**config.mk**
```make
export PLATFORM = sky130hd
export DESIGN_NAME = video_text_writer_flat
export DESIGN_NICKNAME = d
export VERILOG_FILES = /design/src/rtl/video_text_writer_pkg.sv /design/src/rtl/video_text_writer_if.sv /design/src/rtl/video_text_writer_addr.sv /design/src/rtl/video_text_writer.sv /design/src/flat_wrapper.sv
export SDC_FILE = /design/constraint.sdc
export NUM_CORES = 1
export LEC_CHECK = 0
export ABC_AREA = 1
export CAP_MARGIN = 15
export CORE_UTILIZATION = 43
export CTS_BUF_LIST = sky130_fd_sc_hd__clkbuf_2 sky130_fd_sc_hd__clkbuf_4 sky130_fd_sc_hd__clkbuf_8
export DETAILED_ROUTE_END_ITERATION = 12
export DONT_BUFFER_PORTS = 1
export PLACE_DENSITY = 0.63
export SLEW_MARGIN = 20
export SYNTH_ARGS = -nofsm -noshare
export SYNTH_HDL_FRONTEND = slang
export SYNTH_SLANG_ARGS = --single-unit
```
**constraint.sdc**
```tcl
create_clock -name clk -period 5.7 [get_ports clk]
set_clock_uncertainty 0.2 [all_clocks]
set_input_delay 0.57 -clock clk [delete_from_list [all_inputs] [get_ports clk]]
set_output_delay 0.57 -clock clk [all_outputs]
set_load 0.05 [all_outputs]
```
**src/rtl/video_text_writer_pkg.sv**
```systemverilog
// Shared geometry defaults, memory bases, command encodings and FSM states
// for the text-mode writer.
package video_pkg;

  localparam int          DEF_COLS      = 60;
  localparam int          DEF_ROWS      = 40;
  localparam int          DEF_ATTR_COLS = 40;
  localparam logic [11:0] DEF_CHAR_BASE = 12'h000;
  localparam logic [11:0] DEF_ATTR_BASE = 12'h9C0;

  localparam logic [7:0]  CH_LF    = 8'h0A;
  localparam logic [7:0]  CH_CR    = 8'h0D;
  localparam logic [7:0]  CH_SPACE = 8'h20;

  typedef enum logic [1:0] {
    OP_PUTC    = 2'd0,
    OP_SETPOS  = 2'd1,
    OP_PUTATTR = 2'd2,
    OP_CLEAR   = 2'd3
  } cmd_op_t;

  typedef enum logic [1:0] {
    ST_IDLE     = 2'd0,
    ST_CLR_CHAR = 2'd1,
    ST_CLR_ATTR = 2'd2
  } state_t;

endpackage

```
**src/rtl/video_text_writer_if.sv**
```systemverilog
// Command handshake between a command source (master) and the text writer (slave).
interface video_text_writer_if;

  logic       cmd_valid;
  logic       cmd_ready;
  logic [1:0] cmd_op;
  logic [7:0] cmd_data;
  logic [5:0] cmd_col;
  logic [5:0] cmd_row;

  modport master (
    output cmd_valid, cmd_op, cmd_data, cmd_col, cmd_row,
    input  cmd_ready
  );

  modport slave (
    input  cmd_valid, cmd_op, cmd_data, cmd_col, cmd_row,
    output cmd_ready
  );

endinterface

```
**src/rtl/video_text_writer_addr.sv**
```systemverilog
// Maps a row/column pair to character and attribute addresses. The line base
// is built from per-row-bit stride multiples, so no multiplier is needed.
module video_text_addr
  import video_pkg::*;
#(
  parameter int          COLS      = DEF_COLS,
  parameter int          ATTR_COLS = DEF_ATTR_COLS,
  parameter logic [11:0] CHAR_BASE = DEF_CHAR_BASE,
  parameter logic [11:0] ATTR_BASE = DEF_ATTR_BASE
) (
  input  logic [5:0]  row,
  input  logic [5:0]  col,
  input  logic [5:0]  attr_col,
  output logic [11:0] char_addr,
  output logic [11:0] attr_addr
);

  logic [11:0] char_line;
  logic [11:0] attr_line;

  always_comb begin
    char_line = CHAR_BASE;
    attr_line = ATTR_BASE;
    for (int i = 0; i < 6; i++) begin
      if (row[i]) begin
        char_line = char_line + 12'(COLS << i);
        attr_line = attr_line + 12'(ATTR_COLS << i);
      end
    end
  end

  assign char_addr = char_line + {6'd0, col};
  assign attr_addr = attr_line + {6'd0, attr_col};

endmodule

```
**src/rtl/video_text_writer.sv**
```systemverilog
// Text-mode writer: turns PUTC/SETPOS/PUTATTR/CLEAR commands into registered
// single-byte writes on the shared character/attribute memory port.
module video_text_writer
  import video_pkg::*;
#(
  parameter int          COLS      = DEF_COLS,
  parameter int          ROWS      = DEF_ROWS,
  parameter int          ATTR_COLS = DEF_ATTR_COLS,
  parameter logic [11:0] CHAR_BASE = DEF_CHAR_BASE,
  parameter logic [11:0] ATTR_BASE = DEF_ATTR_BASE
) (
  input  logic               clk,
  input  logic               rst,
  video_text_writer_if.slave cmd,
  output logic               char_w_wrena,
  output logic [11:0]        char_w_addr,
  output logic [7:0]         char_w_data,
  output logic               busy,
  output logic [5:0]         cur_col,
  output logic [5:0]         cur_row
);

  localparam logic [5:0]  COL_MAX  = 6'(COLS - 1);
  localparam logic [5:0]  ROW_MAX  = 6'(ROWS - 1);
  localparam logic [5:0]  ACOL_MAX = 6'(ATTR_COLS - 1);
  localparam logic [11:0] CHAR_END = CHAR_BASE + 12'(COLS * ROWS - 1);
  localparam logic [11:0] ATTR_END = ATTR_BASE + 12'(ATTR_COLS * ROWS - 1);

  state_t      state;
  logic [7:0]  fill_attr;
  logic [5:0]  setpos_col;
  logic [5:0]  setpos_row;
  logic [5:0]  attr_col;
  logic [5:0]  next_row;
  logic [11:0] char_addr;
  logic [11:0] attr_addr;

  assign cmd.cmd_ready = (state == ST_IDLE);
  assign busy          = (state != ST_IDLE);

  assign setpos_col = (cmd.cmd_col > COL_MAX)  ? COL_MAX  : cmd.cmd_col;
  assign setpos_row = (cmd.cmd_row > ROW_MAX)  ? ROW_MAX  : cmd.cmd_row;
  assign attr_col   = (cmd.cmd_col > ACOL_MAX) ? ACOL_MAX : cmd.cmd_col;
  assign next_row   = (cur_row == ROW_MAX) ? 6'd0 : cur_row + 6'd1;

  video_text_addr #(
    .COLS      (COLS),
    .ATTR_COLS (ATTR_COLS),
    .CHAR_BASE (CHAR_BASE),
    .ATTR_BASE (ATTR_BASE)
  ) u_addr (
    .row       (cur_row),
    .col       (cur_col),
    .attr_col  (attr_col),
    .char_addr (char_addr),
    .attr_addr (attr_addr)
  );

  // During a clear the registered write address doubles as the sweep counter.
  always_ff @(posedge clk) begin
    if (rst) begin
      state        <= ST_IDLE;
      cur_col      <= 6'd0;
      cur_row      <= 6'd0;
      fill_attr    <= 8'd0;
      char_w_wrena <= 1'b0;
      char_w_addr  <= 12'd0;
      char_w_data  <= 8'd0;
    end else begin
      char_w_wrena <= 1'b0;
      case (state)
        ST_IDLE: begin
          if (cmd.cmd_valid) begin
            case (cmd_op_t'(cmd.cmd_op))
              OP_PUTC: begin
                if (cmd.cmd_data == CH_CR) begin
                  cur_col <= 6'd0;
                end else if (cmd.cmd_data == CH_LF) begin
                  cur_row <= next_row;
                end else begin
                  char_w_wrena <= 1'b1;
                  char_w_addr  <= char_addr;
                  char_w_data  <= cmd.cmd_data;
                  if (cur_col == COL_MAX) begin
                    cur_col <= 6'd0;
                    cur_row <= next_row;
                  end else begin
                    cur_col <= cur_col + 6'd1;
                  end
                end
              end
              OP_SETPOS: begin
                cur_col <= setpos_col;
                cur_row <= setpos_row;
              end
              OP_PUTATTR: begin
                char_w_wrena <= 1'b1;
                char_w_addr  <= attr_addr;
                char_w_data  <= cmd.cmd_data;
              end
              OP_CLEAR: begin
                fill_attr    <= cmd.cmd_data;
                state        <= ST_CLR_CHAR;
                char_w_wrena <= 1'b1;
                char_w_addr  <= CHAR_BASE;
                char_w_data  <= CH_SPACE;
              end
            endcase
          end
        end
        ST_CLR_CHAR: begin
          char_w_wrena <= 1'b1;
          if (char_w_addr == CHAR_END) begin
            state       <= ST_CLR_ATTR;
            char_w_addr <= ATTR_BASE;
            char_w_data <= fill_attr;
          end else begin
            char_w_addr <= char_w_addr + 12'd1;
            char_w_data <= CH_SPACE;
          end
        end
        ST_CLR_ATTR: begin
          if (char_w_addr == ATTR_END) begin
            state   <= ST_IDLE;
            cur_col <= 6'd0;
            cur_row <= 6'd0;
          end else begin
            char_w_wrena <= 1'b1;
            char_w_addr  <= char_w_addr + 12'd1;
            char_w_data  <= fill_attr;
          end
        end
        default: state <= ST_IDLE;
      endcase
    end
  end

endmodule

```
**src/flat_wrapper.sv**
```systemverilog
// flat-port wrapper written by rule: the top's interface ports become plain ports
module video_text_writer_flat import video_pkg::*;
#(
  parameter int          COLS      = DEF_COLS,
  parameter int          ROWS      = DEF_ROWS,
  parameter int          ATTR_COLS = DEF_ATTR_COLS,
  parameter logic [11:0] CHAR_BASE = DEF_CHAR_BASE,
  parameter logic [11:0] ATTR_BASE = DEF_ATTR_BASE
)
  (clk, rst, char_w_wrena, char_w_addr, char_w_data, busy, cur_col, cur_row, cmd_cmd_valid, cmd_cmd_op, cmd_cmd_data, cmd_cmd_col, cmd_cmd_row, cmd_cmd_ready);
  video_text_writer_if cmd_i ();
  input  logic clk;
  input  logic rst;
  output logic char_w_wrena;
  output logic [11:0] char_w_addr;
  output logic [7:0] char_w_data;
  output logic busy;
  output logic [5:0] cur_col;
  output logic [5:0] cur_row;
  input wire logic [$bits(cmd_i.cmd_valid)-1:0] cmd_cmd_valid;
  input wire logic [$bits(cmd_i.cmd_op)-1:0] cmd_cmd_op;
  input wire logic [$bits(cmd_i.cmd_data)-1:0] cmd_cmd_data;
  input wire logic [$bits(cmd_i.cmd_col)-1:0] cmd_cmd_col;
  input wire logic [$bits(cmd_i.cmd_row)-1:0] cmd_cmd_row;
  output wire logic [$bits(cmd_i.cmd_ready)-1:0] cmd_cmd_ready;
  assign cmd_i.cmd_valid = cmd_cmd_valid;
  assign cmd_i.cmd_op = cmd_cmd_op;
  assign cmd_i.cmd_data = cmd_cmd_data;
  assign cmd_i.cmd_col = cmd_cmd_col;
  assign cmd_i.cmd_row = cmd_cmd_row;
  assign cmd_cmd_ready = cmd_i.cmd_ready;
  video_text_writer #(.COLS(COLS), .ROWS(ROWS), .ATTR_COLS(ATTR_COLS), .CHAR_BASE(CHAR_BASE), .ATTR_BASE(ATTR_BASE)) u_core (.clk(clk), .rst(rst), .cmd(cmd_i), .char_w_wrena(char_w_wrena), .char_w_addr(char_w_addr), .char_w_data(char_w_data), .busy(busy), .cur_col(cur_col), .cur_row(cur_row));
endmodule
```
# Word level (Yosys, flattened, before mapping)
# Cells that the tools add are included.
dict set report totals {
  out_inout_bits 35
  latchBits 0
  romBits 0
  register_bits 43
  input_bits 25
  memories 0
  ramBits 0
}
dict set report classes {
  bitwise 0
  addsub 15
  muxes 54
  n_eq_ne 22
  shift 0
  mul 0
  n_div 0
  magnitude_cmp 3
  reduce_logical 11
}
# operator n
set ops {}
lappend ops {{12-bit two-way mux} 15}
lappend ops {{6-bit two-way mux} 15}
lappend ops {{12-bit one-hot mux with 3 select lines} 2}
lappend ops {{6-bit one-hot mux with 2 select lines} 4}
lappend ops {{8-bit one-hot mux with 3 select lines} 2}
lappend ops {{8-bit two-way mux} 5}
lappend ops {{12-bit by 10-bit adder with 12-bit output, second input constant} 2}
lappend ops {{12-bit by 11-bit adder with 12-bit output, second input constant} 2}
lappend ops {{12-bit by 6-bit adder with 12-bit output} 2}
lappend ops {{12-bit by 8-bit adder with 12-bit output, second input constant} 2}
lappend ops {{12-bit by 9-bit adder with 12-bit output, second input constant} 2}
lappend ops {{12-bit equality test, second input constant} 2}
lappend ops {{6-bit > comparator, second input constant} 3}
lappend ops {{8-bit by 4-bit equality test with 1-bit output, second input constant} 2}
lappend ops {{12-bit by 1-bit adder with 12-bit output, second input constant} 1}
lappend ops {{12-bit by 7-bit adder with 12-bit output, second input constant} 1}
lappend ops {{6-bit by 1-bit adder with 6-bit output, second input constant} 2}
lappend ops {{6-bit equality test, second input constant} 2}
lappend ops {{6-bit AND reduction} 2}
lappend ops {{6-bit by 7-bit adder with 8-bit output, second input constant} 1}
lappend ops {{2-bit two-way mux} 4}
lappend ops {{2-bit equality test, second input constant} 3}
lappend ops {{2-bit by 1-bit inequality test with 1-bit output, second input constant} 3}
lappend ops {{3-bit inequality test, second input constant} 2}
lappend ops {{other kinds (17)} 24}

# Depth between registers and ports, before layout
dict set report depth {
  word_depth 17
  ltp_mapped 28
  ltp_nobuf 28
}

# Hierarchy
# From an unflattened synthesis, not the netlist that was laid out.
dict set report hier_totals {
  cells_unflattened 722
  area_unflattened_um2 4438.0
}
# module cells_each n_inst area_per_inst_um2
set by_module_without_submodules {}
lappend by_module_without_submodules {video_text_writer 511 1 3083.0}
lappend by_module_without_submodules {video_text_addr 211 1 1355.0}

# Worst setup path before layout
# Ideal clock, no wire load.
dict set report synth_timing {
  kind {register to register}
  from {register u_core.cur_row[0]}
  to {register u_core.char_w_addr[11]}
  setup_time_ns 0.070
  required_time_ns 5.430
  n_path_buf 0
  t_arrival_ns 3.673
  slack_ns 1.757
  stages_incl_launch_ff 25
  cell_sequence {dfxtp_1 > inv_1 > ha_1 > nand2_4 > nand2_2 > inv_1 > ha_1 > ha_1 > nand2_1 > nand2_1 > ha_1 > inv_1 > nand2_1 > xor2_2 > ha_1 > inv_1 > o21ai_2 > nand2_2 > nor2_2 > inv_1 > nand2_1 > nand3_1 > nand2_1 > nand2_1 > a21oi_1}
}
dict set report synth_via {
  elab_chain_cells 17
}
# item line_no
set synth_lines {}
lappend synth_lines {{from (decl)} video_text_writer.sv:20} ;# output logic [5:0] cur_row
lappend synth_lines {{from (signal assigned)} video_text_writer.sv:79} ;# cur_row <= next_row;
lappend synth_lines {{from (signal assigned)} video_text_writer.sv:86} ;# cur_row <= next_row;
lappend synth_lines {{from (signal assigned)} video_text_writer.sv:94} ;# cur_row <= setpos_row;
lappend synth_lines {{6-bit two-way mux} video_text_writer_addr.sv:25} ;# if (row[i]) begin
lappend synth_lines {{6-bit by 7-bit adder with 8-bit output} video_text_writer_addr.sv:26} ;# char_line = char_line + 12'(COLS << i);
lappend synth_lines {{12-bit two-way mux} video_text_writer_addr.sv:25}
lappend synth_lines {{12-bit by 8-bit adder with 12-bit output} video_text_writer_addr.sv:26}
lappend synth_lines {{12-bit two-way mux} video_text_writer_addr.sv:25}
lappend synth_lines {{12-bit by 9-bit adder with 12-bit output} video_text_writer_addr.sv:26}
lappend synth_lines {{12-bit two-way mux} video_text_writer_addr.sv:25}
lappend synth_lines {{12-bit by 10-bit adder with 12-bit output} video_text_writer_addr.sv:26}
lappend synth_lines {{12-bit two-way mux} video_text_writer_addr.sv:25}
lappend synth_lines {{12-bit by 11-bit adder with 12-bit output} video_text_writer_addr.sv:26}
lappend synth_lines {{12-bit two-way mux} video_text_writer_addr.sv:25}
lappend synth_lines {{12-bit by 6-bit adder with 12-bit output} video_text_writer_addr.sv:32} ;# assign char_addr = char_line + {6'd0, col};
lappend synth_lines {{12-bit two-way mux} video_text_writer.sv:78} ;# end else if (cmd.cmd_data == CH_LF) begin
lappend synth_lines {{12-bit two-way mux} video_text_writer.sv:76} ;# if (cmd.cmd_data == CH_CR) begin
lappend synth_lines {{12-bit one-hot mux with 3 select lines (*)} video_text_writer.sv:74} ;# case (cmd_op_t'(cmd.cmd_op))
lappend synth_lines {{12-bit two-way mux (*)} video_text_writer.sv:73} ;# if (cmd.cmd_valid) begin
lappend synth_lines {{12-bit one-hot mux with 3 select lines (*)} video_text_writer.sv:71} ;# case (state)
lappend synth_lines {{to (signal assigned)} video_text_writer.sv:82} ;# char_w_addr <= char_addr;
lappend synth_lines {{to (signal assigned)} video_text_writer.sv:98} ;# char_w_addr <= attr_addr;
lappend synth_lines {{to (signal assigned)} video_text_writer.sv:118} ;# char_w_addr <= char_w_addr + 12'd1;
lappend synth_lines {{to (decl)} video_text_writer.sv:16} ;# output logic [11:0] char_w_addr,
# Every way passes the cells marked *; elsewhere a longest branch is shown, timed or not. The select of a mux whose other input is x is not followed.
# A chain may end at the register's enable or synchronous reset.

# Final worst setup path
# Ends and elaborated chain as after synthesis.

==> reports/qor.csv <==
stage,metric,value,unit
worst_setup_path,critical path launch point type,register,
timing,final setup margin,1.60,ns
placement,dpl hpwl,8350,um
clock_tree,"Reg clk slew, reported paths",0.09,ns
route,Iter 0 DRT Violations,229,
timing,Worst slew margin,25.8,%
clock_tree,maximum clock insertion buffer count,2,
timing,RSZ-0062 raised after global routing,no,
route,ANT nets after route,0,
logic_synthesis,leading area contributor after synthesis,dfxtp_1,
layout,Post-Layout Cell Count,708,
route,DR WL/cell,15.1,um
timing,sum of negative setup slack,0,ns
clock_tree,# hold bufs at CTS,0,
clock_tree,post-CTS setup buffers,0,
worst_setup_path,Crit Path Class,reg2reg,
route,Via Count,3931,
logic_synthesis,sequential share of the synthesized area,21.9,%
pwr,leak pwr,1.77,nW
global_routing,first-pass GRT wire length,18100,um
placement,IO buf count,0,
worst_setup_path,required time worst endpoint,5.74,ns
global_routing,gr usage total,23.1,%
pwr,Worst IR Drop VDD,0.127,mV
clock_tree,CTS resizes,0,
logic_synthesis,"EDFF count, synth",0,
global_routing,largest net degree at the start of global routing,35,
worst_setup_path,Crit Path Max Fanout,7,
layout,n_diodes,0,
placement,Place WS,1.62,ns
logic_synthesis,synth top area cells,"dfxtp_1 22%, nand2_1 10%, ha_1 9.5%",
global_routing,vias in the first global route,3739,
worst_setup_path,crit path DAT,4.14,ns
timing,final setup fails,0,
placement,placed insts,700,
logic_synthesis,Gate Count Post-Synth,610,
placement,dpl cell area,3980,um^2
worst_setup_path,Top delay family on crit path,adder cells,
clock_tree,Num Clock Sinks,43,
placement,gpl congestion,0.876,
logic_synthesis,Yosys cell types,51,
logic_synthesis,Mean Syn Cell Area,6.44,um^2
floorplanning,IO Pins,60,
floorplanning,die area,9530,um^2
route,DRC,2,
timing,f_max,244,MHz
floorplanning,core area,8810,um^2
timing,final worst-path cycle share,71.9,%
pwr,power per cell area,291,nW/um^2
route,1st-pass router iterations,9,
floorplanning,Die Ht,97.6,um
clock_tree,CTS tree,built,
route,vias per cell,5.55,
floorplanning,row count,34,
logic_synthesis,Ys Warns,0,
logic_synthesis,Syn Nets,667,
global_routing,grt ovf,0,
worst_setup_path,CP max-delay cell,ha_1,
logic_synthesis,Syn Std Cell Area,3930,um^2
timing,Period minus WS final,4.10,ns
logic_synthesis,post-synthesis register bit count,43,
logic_synthesis,synth cell count leaders,"105 x nand2_1, 78 x inv_1, 64 x o21ai_0, 58 x nand3_1, 50 x nor2_1",
clock_tree,CTS Buf Count,5,
run_status,status,"finished, violations left",
layout,Finished Cell Area,4100,um^2
floorplanning,Initial Util,44.6,%
worst_setup_path,most frequent CP cell,nand2_1,
logic_synthesis,most frequent cell after synthesis,nand2_1,
logic_synthesis,top_reg_cell synth,dfxtp_1,
layout,Final nets,656,
layout,layout cells sized above 1,7.17,%
timing,pins over their slew limit,0,
layout,P&R area growth vs syn,4.20,%
timing,final hold violations,0,
worst_setup_path,crit-path max cell delay,0.46,ns
run_status,failing checks,design-rule violations,
clock_tree,"Clk Latency, worst-skew pair",0.30,ns
floorplanning,Die W,97.6,um
clock_tree,Root Driver,clkbuf_8,
worst_setup_path,Setup crit end kind,register,
timing,Worst Tran Pin Value,1.11,ns
pwr,Overall Power,1.19,mW
logic_synthesis,share of the synthesized area in the top cell type,21.9,%
min_path,Hold/Removal Path Class,in2reg,
flow_run,maxcap violations,0,
route,final WL,10700,um
worst_setup_path,worst path bufs/invs,6,
global_routing,initial antenna violation count,0,
logic_synthesis,ys async rst share,0,%
clock_tree,H-tree depth,2,
layout by cell type (no fill, tap or decap), types with 8 or more instances in the layout:
cell type and n:
inv_1 78, o21ai_0 64, nand2_1 105, a31oi_1 14
ha_1 30, nor3_1 9, nand2_2 10, nor2_1 49
a21oi_1 45, xor2_1 9, dfxtp_1 43, nand3_1 58
a211oi_1 8, nand4_1 9
registers in the layout, indices dropped and copies added, names as in the netlist:
signal,cells
u_core.fill_attr,8
u_core.cur_row,6
u_core.cur_col,6
u_core.char_w_data,8
u_core.char_w_wrena,1
u_core.state,2
u_core.char_w_addr,12
metrics by stage:
step | util, % | hold slack, ns
after global routing | 46.5 | 0.109
final | 46.5 | 0.123
after detailed placement | 45.2 | 0.235
after CTS | 46.5 | 0.117
after floorplan | - | 0.220
after global placement | 45.2 | 0.232
area by class of cell:
cell class / instances / area, um^2
well taps: 108 / 135
repair buffers: 4 / 30.0
inverters: 86 / 333
flip-flops and latches: 43 / 861
clock buffers: 5 / 68.8
fillers: 908 / 4710
clock inverters: 3 / 43.8
multi-input cells: 459 / 2630
path summary, 6_finish.rpt:
kind,startpoint,end,slack (ns),depth (start not counted)
setup reg to reg,u_core.cur_row[0],u_core.char_w_addr[11],1.60,25
setup / recovery,u_core.cur_row[0],u_core.char_w_addr[11],1.60,25
hold reg to reg,u_core.fill_attr[7],u_core.fill_attr[7],0.25,2
hold / removal,rst,u_core.char_w_addr[7],0.12,1
worst register-to-register path, delay by kind of cell, from the launching register on:
family                     cells  cell delay [ns]
adders and majority gates      5             1.39
and+or+nand+nor               11             1.04
buffers and inverters          6             0.59
AOI/OAI and AO/OA              2             0.33
DFF                            1             0.31
xor gates and xnor gates       1             0.21
kinds of logic (layout without fill, tap and decap cells):
| kind of cell | after synthesis | in the layout | synth area share [%] |
|---|---|---|---|
| simple gates | 259 | 259 | 30.0 |
| compound gates | 154 | 154 | 22.8 |
| buf+inv | 108 | 98 | 11.4 |
| flops | 43 | 43 | 21.9 |
| fa+ha+maj | 32 | 32 | 10.6 |
| xor+xnor | 14 | 14 | 3.31 |
report_power, final:
part           internal (mW)  switching (mW)  total, mW
sequential             0.335           0.146      0.480
clock                  0.131           0.116      0.247
combinational          0.163           0.303      0.466
total                  0.628           0.564       1.19
routing by layer:
layer | wire (um) | track usage [%] | vias to the layer above
li1 | - | - | 2035
met1 | 5080 | 31.2 | 1783
met2 | 4950 | 38.0 | 107
met3 | 609 | 4.24 | 6
met4 | 54 | 5.71 | 0
met5 | 0 | 0 | -
Note: power is estimated with default switching activity, not from simulation.
